===== config.mk =====
export PLATFORM = sky130hd
export DESIGN_NAME = alu_issue_ctrl_flat
export DESIGN_NICKNAME = d
export VERILOG_FILES = /design/src/rtl/alu_issue_ctrl_if.sv /design/src/rtl/alu_issue_ctrl.sv /design/src/flat_wrapper.sv
export SDC_FILE = /design/constraint.sdc
export NUM_CORES = 1
export LEC_CHECK = 0
export ABC_AREA = 1
export BUFFER_PORTS_ARGS = -buffer_cell sky130_fd_sc_hd__buf_2
export CORE_AREA = 2 2 128 130
export CTS_CLUSTER_SIZE = 10
export DETAILED_ROUTE_END_ITERATION = 8
export DIE_AREA = 0 0 130 132
export GPL_ROUTABILITY_DRIVEN = 0
export PLACE_DENSITY = 0.8
export REMOVE_ABC_BUFFERS = 1
export SLEW_MARGIN = 20
export SYNTH_ARGS = -nofsm -noshare
export SYNTH_HDL_FRONTEND = slang
export SYNTH_SLANG_ARGS = --single-unit
export TNS_END_PERCENT = 20

===== constraint.sdc =====
create_clock -name clk -period 2.5 [get_ports clk]
set_input_delay 0.125 -clock clk [delete_from_list [all_inputs] [get_ports clk]]
set_output_delay 0.125 -clock clk [all_outputs]
set_load 0.01 [all_outputs]

===== src/rtl/alu_issue_ctrl_if.sv =====
// rtl/alu_issue_ctrl_if.sv - instruction and result handshake bundle for alu_issue_ctrl
//
// Purpose : groups the caller-facing handshake signals of alu_issue_ctrl.
// Signals : in_valid/in_ready/in_op/in_tag/in_a/in_b/in_c  instruction offer
//           res_valid/res_data/res_tag                      result pulse
// Modports: master = caller (testbench), slave = alu_issue_ctrl.
interface alu_issue_ctrl_if;
   logic        in_valid;
   logic        in_ready;
   logic [3:0]  in_op;
   logic [3:0]  in_tag;
   logic [29:0] in_a;
   logic [17:0] in_b;
   logic [47:0] in_c;
   logic        res_valid;
   logic [47:0] res_data;
   logic [3:0]  res_tag;

   modport master (
      output in_valid, in_op, in_tag, in_a, in_b, in_c,
      input  in_ready, res_valid, res_data, res_tag
   );

   modport slave (
      input  in_valid, in_op, in_tag, in_a, in_b, in_c,
      output in_ready, res_valid, res_data, res_tag
   );
endinterface


===== src/rtl/alu_issue_ctrl.sv =====
// rtl/alu_issue_ctrl.sv - issue controller for a fixed-latency ALU with result reservation
//
// Purpose : decodes caller instructions into ALU control words, issues them one
//           cycle after acceptance, and returns each ALU result with its tag in
//           order of completion. A reservation shift register prevents two
//           results from landing on the same cycle.
// Ports   : clk, rst_n                          clock, async active-low reset
//           bus (slave)                         instruction offer / result pulse
//           a_o, b_o, c_o                       registered operands to ALU
//           alumode_o, inmode_o, opmode_o       registered ALU controls
//           usemult_o, cea2_o, ceb2_o           registered ALU controls
//           p_i                                 ALU result
//           err_op                              pulse on accepted illegal opcode
//           idle                                no operation in flight
// Timing  : an op accepted at edge I is on the ALU ports during cycle I; its
//           result is sampled from p_i at edge I+L and res_valid is high during
//           cycle I+L (L = LAT_MUL for multiplies, LAT_ALU otherwise).
//           Requires LAT_ALU < LAT_MUL <= 8.
module alu_issue_ctrl #(
   parameter int LAT_ALU = 4,
   parameter int LAT_MUL = 5
) (
   input  logic             clk,
   input  logic             rst_n,
   alu_issue_ctrl_if.slave  bus,
   output logic [29:0]      a_o,
   output logic [17:0]      b_o,
   output logic [47:0]      c_o,
   output logic [3:0]       alumode_o,
   output logic [4:0]       inmode_o,
   output logic [8:0]       opmode_o,
   output logic             usemult_o,
   output logic             cea2_o,
   output logic             ceb2_o,
   input  logic [47:0]      p_i,
   output logic             err_op,
   output logic             idle
);

   logic       dec_legal;
   logic [3:0] dec_alumode;
   logic [8:0] dec_opmode;
   logic       dec_usemult;

   always_comb begin
      dec_legal   = 1'b1;
      dec_alumode = 4'b0000;
      dec_opmode  = 9'h033;
      dec_usemult = 1'b0;
      case (bus.in_op)
         4'h0: ;
         4'h1: dec_alumode = 4'b0011;
         4'h2: begin
            dec_opmode  = 9'h005;
            dec_usemult = 1'b1;
         end
         4'h3: begin
            dec_opmode  = 9'h035;
            dec_usemult = 1'b1;
         end
         4'h4: dec_alumode = 4'b1100;
         4'h5: begin
            dec_alumode = 4'b1100;
            dec_opmode  = 9'h03B;
         end
         4'h6: dec_alumode = 4'b0100;
         default: dec_legal = 1'b0;
      endcase
   end

   // Slot k holds an op whose result is captured k+1 edges from now.
   logic [LAT_MUL-1:0] slot_v_q, slot_v_d;
   logic [3:0]         slot_tag_q [LAT_MUL];
   logic [3:0]         slot_tag_d [LAT_MUL];

   logic slot_busy;
   logic accept;
   logic issue;

   // A new op lands in slot L-1 after this edge, i.e. it collides with whatever
   // is now in slot L. Slot LAT_MUL does not exist, so multiplies never stall.
   assign slot_busy    = ~dec_usemult & slot_v_q[LAT_ALU];
   assign bus.in_ready = rst_n & (~dec_legal | ~slot_busy);
   assign accept       = bus.in_valid & bus.in_ready;
   assign issue        = accept & dec_legal;

   always_comb begin
      slot_v_d = slot_v_q >> 1;
      for (int k = 0; k < LAT_MUL - 1; k++) begin
         slot_tag_d[k] = slot_tag_q[k+1];
      end
      slot_tag_d[LAT_MUL-1] = slot_tag_q[LAT_MUL-1];
      if (issue) begin
         if (dec_usemult) begin
            slot_v_d[LAT_MUL-1]   = 1'b1;
            slot_tag_d[LAT_MUL-1] = bus.in_tag;
         end else begin
            slot_v_d[LAT_ALU-1]   = 1'b1;
            slot_tag_d[LAT_ALU-1] = bus.in_tag;
         end
      end
   end

   logic [29:0] a_q;
   logic [17:0] b_q;
   logic [47:0] c_q;
   logic [3:0]  alumode_q;
   logic [8:0]  opmode_q;
   logic        usemult_q;
   logic        ce_q;
   logic        err_q;
   logic        res_valid_q;
   logic [47:0] res_data_q;
   logic [3:0]  res_tag_q;

   always_ff @(posedge clk or negedge rst_n) begin
      if (!rst_n) begin
         slot_v_q <= '0;
         for (int k = 0; k < LAT_MUL; k++) begin
            slot_tag_q[k] <= '0;
         end
         a_q         <= '0;
         b_q         <= '0;
         c_q         <= '0;
         alumode_q   <= '0;
         opmode_q    <= '0;
         usemult_q   <= 1'b0;
         ce_q        <= 1'b0;
         err_q       <= 1'b0;
         res_valid_q <= 1'b0;
         res_data_q  <= '0;
         res_tag_q   <= '0;
      end else begin
         slot_v_q   <= slot_v_d;
         slot_tag_q <= slot_tag_d;
         ce_q       <= issue;
         err_q      <= accept & ~dec_legal;
         if (issue) begin
            a_q       <= bus.in_a;
            b_q       <= bus.in_b;
            c_q       <= bus.in_c;
            alumode_q <= dec_alumode;
            opmode_q  <= dec_opmode;
            usemult_q <= dec_usemult;
         end
         // Slot 0 is vacated by the shift on this same edge.
         res_valid_q <= slot_v_q[0];
         if (slot_v_q[0]) begin
            res_data_q <= p_i;
            res_tag_q  <= slot_tag_q[0];
         end
      end
   end

   assign a_o           = a_q;
   assign b_o           = b_q;
   assign c_o           = c_q;
   assign alumode_o     = alumode_q;
   assign inmode_o      = 5'h00;
   assign opmode_o      = opmode_q;
   assign usemult_o     = usemult_q;
   assign cea2_o        = ce_q;
   assign ceb2_o        = ce_q;
   assign err_op        = err_q;
   assign bus.res_valid = res_valid_q;
   assign bus.res_data  = res_data_q;
   assign bus.res_tag   = res_tag_q;
   assign idle          = ~|slot_v_q;

endmodule


===== src/flat_wrapper.sv =====
// flat-port wrapper written by rule: the top's interface ports become plain ports
module alu_issue_ctrl_flat 
#(
   parameter int LAT_ALU = 4,
   parameter int LAT_MUL = 5
)
  (clk, rst_n, a_o, b_o, c_o, alumode_o, inmode_o, opmode_o, usemult_o, cea2_o, ceb2_o, p_i, err_op, idle, bus_in_valid, bus_in_op, bus_in_tag, bus_in_a, bus_in_b, bus_in_c, bus_in_ready, bus_res_valid, bus_res_data, bus_res_tag);
  alu_issue_ctrl_if bus_i ();
  input  logic clk;
  input  logic rst_n;
  output logic [29:0] a_o;
  output logic [17:0] b_o;
  output logic [47:0] c_o;
  output logic [3:0] alumode_o;
  output logic [4:0] inmode_o;
  output logic [8:0] opmode_o;
  output logic usemult_o;
  output logic cea2_o;
  output logic ceb2_o;
  input  logic [47:0] p_i;
  output logic err_op;
  output logic idle;
  input wire logic [$bits(bus_i.in_valid)-1:0] bus_in_valid;
  input wire logic [$bits(bus_i.in_op)-1:0] bus_in_op;
  input wire logic [$bits(bus_i.in_tag)-1:0] bus_in_tag;
  input wire logic [$bits(bus_i.in_a)-1:0] bus_in_a;
  input wire logic [$bits(bus_i.in_b)-1:0] bus_in_b;
  input wire logic [$bits(bus_i.in_c)-1:0] bus_in_c;
  output wire logic [$bits(bus_i.in_ready)-1:0] bus_in_ready;
  output wire logic [$bits(bus_i.res_valid)-1:0] bus_res_valid;
  output wire logic [$bits(bus_i.res_data)-1:0] bus_res_data;
  output wire logic [$bits(bus_i.res_tag)-1:0] bus_res_tag;
  assign bus_i.in_valid = bus_in_valid;
  assign bus_i.in_op = bus_in_op;
  assign bus_i.in_tag = bus_in_tag;
  assign bus_i.in_a = bus_in_a;
  assign bus_i.in_b = bus_in_b;
  assign bus_i.in_c = bus_in_c;
  assign bus_in_ready = bus_i.in_ready;
  assign bus_res_valid = bus_i.res_valid;
  assign bus_res_data = bus_i.res_data;
  assign bus_res_tag = bus_i.res_tag;
  alu_issue_ctrl #(.LAT_ALU(LAT_ALU), .LAT_MUL(LAT_MUL)) u_core (.clk(clk), .rst_n(rst_n), .bus(bus_i), .a_o(a_o), .b_o(b_o), .c_o(c_o), .alumode_o(alumode_o), .inmode_o(inmode_o), .opmode_o(opmode_o), .usemult_o(usemult_o), .cea2_o(cea2_o), .ceb2_o(ceb2_o), .p_i(p_i), .err_op(err_op), .idle(idle));
endmodule

Word-level counts from Yosys, hierarchy flattened
Cells that the tools add are included.
{"block": "classes", "n_eq_ne": 6, "muxes": 10, "bitwise": 9, "n_reduce_logical": 7}
{"cell": "$pmux 6 s3", "count": 1}
{"cell": "$eq 4x3->1 const B", "count": 3}
{"cell": "$pmux 4 s3", "count": 1}
{"cell": "$eq 4x2->1 const B", "count": 2}
{"cell": "$mux 4", "count": 2}
{"cell": "$mux 8", "count": 1}
{"cell": "$reduce_or 7->1", "count": 1}
{"cell": "$and 1x1->1", "count": 5}
{"cell": "$reduce_or 5->1", "count": 1}
{"cell": "$eq 4x1->1 const B", "count": 1}
{"cell": "$logic_not 4->1", "count": 1}
{"cell": "$mux 1", "count": 4}
{"cell": "$reduce_or 2->1", "count": 2}
{"cell": "$not 1->1", "count": 3}
{"cell": "$mux 2", "count": 1}
{"cell": "$reduce_and 2->1", "count": 1}
{"cell": "$logic_not 1->1", "count": 1}
{"cell": "$or 1x1->1", "count": 1}
{"block": "word_totals", "register_bits": 190, "in_bits": 155}

Longest topological paths before layout
{"block": "logic_depth", "word_depth": 11, "mapped_depth": 9, "depth_no_buf": 7}

Least setup slack after synthesis
No wires, ideal clock.
{"block": "synth_path", "path_kind": "register -> register", "start": "register u_core.slot_v_q[0]", "end": "register u_core.res_data_q[0] (netlist: u_core.bus.res_data[0])", "t_arrival_ns": 1.113, "path_slack_ns": 1.263, "stages_incl_launch_ff": 4, "n_path_buf": 2, "period_less_slack_ns": 1.237, "path_cell_list": "dfrtp_1 > clkbuf_1 > buf_2 > mux2_2"}
{"item": "start: declaration", "line_no": "alu_issue_ctrl.sv:72", "rtl": "logic [LAT_MUL-1:0] slot_v_q, slot_v_d;"}
{"item": "start signal: assignment", "line_no": "alu_issue_ctrl.sv:134", "rtl": "slot_v_q <= slot_v_d;"}
{"item": "end signal: assignment", "line_no": "alu_issue_ctrl.sv:149", "rtl": "res_data_q <= p_i;"}
{"item": "end: declaration", "line_no": "alu_issue_ctrl.sv:113", "rtl": "logic [47:0] res_data_q;"}
No word-level cell between the ends.

Final worst setup path
{"block": "layout_path", "start": "input port bus_in_op[0]", "end": "register u_core.a_q[28] (netlist: u_core.a_o[28])"}
{"block": "layout_via", "elab_chain_len": 10, "word_cells_on_any_way": 19, "cone_classes": "eq/ne: 6; mux: 2; bitwise: 8; reduce/logical: 3"}
{"item": "start: declaration", "line_no": "flat_wrapper.sv:24", "rtl": "input wire logic [$bits(bus_i.in_op)-1:0] bus_in_op;"}
{"item": "$eq 4x2->1", "line_no": "alu_issue_ctrl.sv:50", "rtl": "case (bus.in_op)"}
{"item": "$reduce_or 2->1 (no line)"}
{"item": "$mux 1", "line_no": "alu_issue_ctrl.sv:50"}
{"item": "$not 1->1", "line_no": "alu_issue_ctrl.sv:82", "rtl": "assign slot_busy = ~dec_usemult & slot_v_q[LAT_ALU];"}
{"item": "$and 1x1->1", "line_no": "alu_issue_ctrl.sv:82"}
{"item": "$not 1->1", "line_no": "alu_issue_ctrl.sv:83", "rtl": "assign bus.in_ready = rst_n & (~dec_legal | ~slot_busy);"}
{"item": "$or 1x1->1", "line_no": "alu_issue_ctrl.sv:83"}
{"item": "$and 1x1->1", "line_no": "alu_issue_ctrl.sv:83"}
{"item": "$and 1x1->1", "line_no": "alu_issue_ctrl.sv:84", "rtl": "assign accept = bus.in_valid & bus.in_ready;"}
{"item": "$and 1x1->1 *", "line_no": "alu_issue_ctrl.sv:85", "rtl": "assign issue = accept & dec_legal;"}
{"item": "end signal: assignment", "line_no": "alu_issue_ctrl.sv:139", "rtl": "a_q <= bus.in_a;"}
{"item": "end: declaration", "line_no": "alu_issue_ctrl.sv:104", "rtl": "logic [29:0] a_q;"}
Mark *: on every way between the ends. The rest lies on a longest branch, timed or not.
A chain may end at the register's enable or synchronous reset.

==> out/metrics.cfg <==
[critical_path]
worstSetupPathType=input port to flop
cp-start-kind=input port
endpoint_kind=flop
slowest_stage=buf_4
cp.required_ps=2840
crit_chain=dlygate4sd3_1 -> buf_2 -> nand2_1 -> nand2_1 -> nand2_1 -> nand4_4 -> buf_4 -> buf_4 -> nand2_1 -> nand2_1
worstPathMaxFanout=78
arrival_ps=2560
cpMostUsedCell=nand2_1
rrSetupSlack_ps=430
slowest_delay_ps=650

[yosys]
yosysMostFrequentCell=nand2_1
synth_ff_type=dfrtp_1
synth_seq_cells=184
synthesis.instances=647
synth_edf_count=0
synth_top_family_by_area=simple AND/OR/NAND/NOR gates
synth_fa_ha_area_frac=0
syn_area_sq_mm=0.00692
ys_top_cells_by_count=343 x nand2_1, 184 x dfrtp_1, 52 x mux2_2
synth_compound_area_frac=0.00217
muxShareOfSynthArea=0.0846
yosysWarningCount=0
synth_area_leaders=dfrtp_1 67%, nand2_1 19%, mux2_2 8.5%
yosysSeqAreaShare=0.666
synth_xor_area_frac=0
syn_area_per_cell_sq_um=10.7
synth_top_area_frac=0.666
ys_types=21
synth-simple-area-share=0.201
synth-async-reset-ratio=1.00
synth_top_cell_by_area=dfrtp_1

[job]
cap_violations=0

[layout]
layout-drive-gt1-share=0.371
fin_util=0.680
syn2layout_area_growth_pct=54.5
fin_nets=1264
antennaDiodeCount=0
fill_cells=1065

[sta]
holdWs_ps=36.8
drv_slew=0
slew_headroom=0.364
fmax_mhz=451
fin_skew_ps=9.81
setup_viol=0
rsz0062_at_grt=no
timing.final.ws_setup_ps=285
worst_slew_pin_slew_ps=954
post-route-min-period_ps=2220
fin_crit_sh=0.886
finalHoldViolCount=0

[global_routing]
antenna_found_initial=0
grt_pass1_vias=6738
grt_start_max_net_pins=79
grt_use_total=0.253
grt_pass1_wl_mm=33.9
overflow=0

[clocking]
postCtsSetupBuffers=0
cts-buffers-inserted=17
insertion_delay_ps=420
cts_sinks=184
cts_tree=yes
root_buffer=clkbuf_16
path_clk_slew_ps=70
clock_path_buffers=2
cts-htree-levels=4

[floorplanning]
core_sq_mm=0.0157
die-area_sq_mm=0.0172
die_h_microns=132
pin_count=328
std_cell_rows=46
start_util=0.440
die_w_microns=130

[detailed_routing]
drt_pre_antenna_iters=5
drtIter0Drc=254
detail_route.wl_per_cell_microns=16.1
routed_wl_mm=21.6
num_vias=6358
post_drt_via_cell_ratio=4.75
route.detailed.drc=0
ant_nets=0

[power_and_ir_drop]
power_density_mw_per_mm2=783
finalPower_mw=8.37
power_leakage_nw=5.81
ir_drop_uv=440

[placement]
pre_cts_slack_ps=475
port_buffers=319
dp_hpwl_mm=12.2

[status]
status=completed

[hold_path]
worstHoldPathType=input port to flop

-- area by class of cell --
cell class              instances  area (sq um)  share of cell area
clock buffers                  20           457              0.0427
repair buffers                477          3190               0.299
flip-flops and latches        184          4610               0.431
clock inverters                12           105             0.00983
multi-input cells             422          2030               0.190
inverters                       7          27.5             0.00257
well taps                     216           270              0.0253
-- cell usage in the layout (no fill, tap or decap) --
cell / synthesis / final
nor3b_1: 1 / 1
nand3_4: 1 / 1
nand4_4: 0 / 1
nand2_1: 343 / 343
inv_6: 0 / 6
nor3_1: 3 / 3
dfrtp_1: 184 / 183
nand4_1: 1 / 1
inv_1: 4 / 4
clkinv_2: 0 / 3
clkbuf_8: 0 / 3
mux2_2: 52 / 52
or2_1: 1 / 1
clkbuf_16: 0 / 17
inv_2: 3 / 2
dlygate4sd3_1: 0 / 150
o21ai_0: 3 / 3
buf_4: 19 / 6
and2_1: 1 / 1
dfrtp_2: 0 / 1
nand3_1: 4 / 4
nand3b_1: 1 / 1
conb_1: 1 / 8
buf_2: 15 / 318
nor2_1: 2 / 2
clkinv_4: 0 / 1
clkbuf_1: 1 / 1
inv_8: 0 / 3
buf_12: 0 / 2
-- critical path, delay by kind of cell --
family        cells  cell delay [ps]
buf+inv           4             1670
simple gates      6              700
-- path summary, 6_finish.rpt --
kind,cells past startpoint,endpoint,startpoint
max in group asynchronous,4,u_core.bus.res_data[37]$_DFFE_PN0P_,rst_n
min,3,u_core.err_op$_DFF_PN0_,bus_in_valid
max,10,u_core.a_o[28]$_DFFE_PN0P_,bus_in_op[0]
min reg2reg,0,u_core.slot_tag_d[19]$_DFF_PN0_,u_core.slot_tag_d[15]$_DFF_PN0_
max reg2reg,6,u_core.a_o[28]$_DFFE_PN0P_,u_core.slot_v_q[4]$_DFF_PN0_
min in group asynchronous,2,u_core.b_o[12]$_DFFE_PN0P_,rst_n
-- state kept, by name (all words and copies together), names as in the netlist, 3 cells and up --
name	count
u_core.a_o	30
u_core.alumode_o	3
u_core.b_o	18
u_core.bus.res_data	48
u_core.bus.res_tag	4
u_core.c_o	48
u_core.opmode_o	5
u_core.slot_tag_d	12
u_core.slot_tag_q	8
u_core.slot_v_q	5
-- stage by stage --
stage	setup TNS (ps)	instances	instance area, sq um
final	0	1338	10700
after global routing	0	1338	10700
after CTS	0	1338	10700
after detailed placement	0	1156	8630
after global placement	0	1156	8630
after floorplan	-122720	613	6660
-- timing repair --
action	4_1_cts	5_1_grt
endpoints found under the hold margin	192	0
resized for setup	0	0
hold buffers	150	0
-- power breakdown --
part	leakage, nW	total, mW	internal [mW]	switching [mW]
Sequential	2.28	3.88	3.55	0.331
Combinational	3.25	1.93	0.916	1.01
Clock	0.282	2.57	1.37	1.20
-- cells by family (layout without fill, tap and decap cells) --
group | Yosys count | after routing
compound gates | 3 | 3
simple gates | 359 | 359
buf+inv | 48 | 516
mux | 52 | 52
other cells | 1 | 8
flops | 184 | 184
-- per-layer routing --
layer | vias to the layer above | global-route usage | share of wire
li1 | 2913 | - | -
met1 | 3031 | 0.280 | 0.37
met2 | 350 | 0.440 | 0.51
met3 | 64 | 0.0755 | 0.086
met4 | 0 | 0.124 | 0.040
met5 | - | 0 | 0
(Power assumes the default switching activity.)
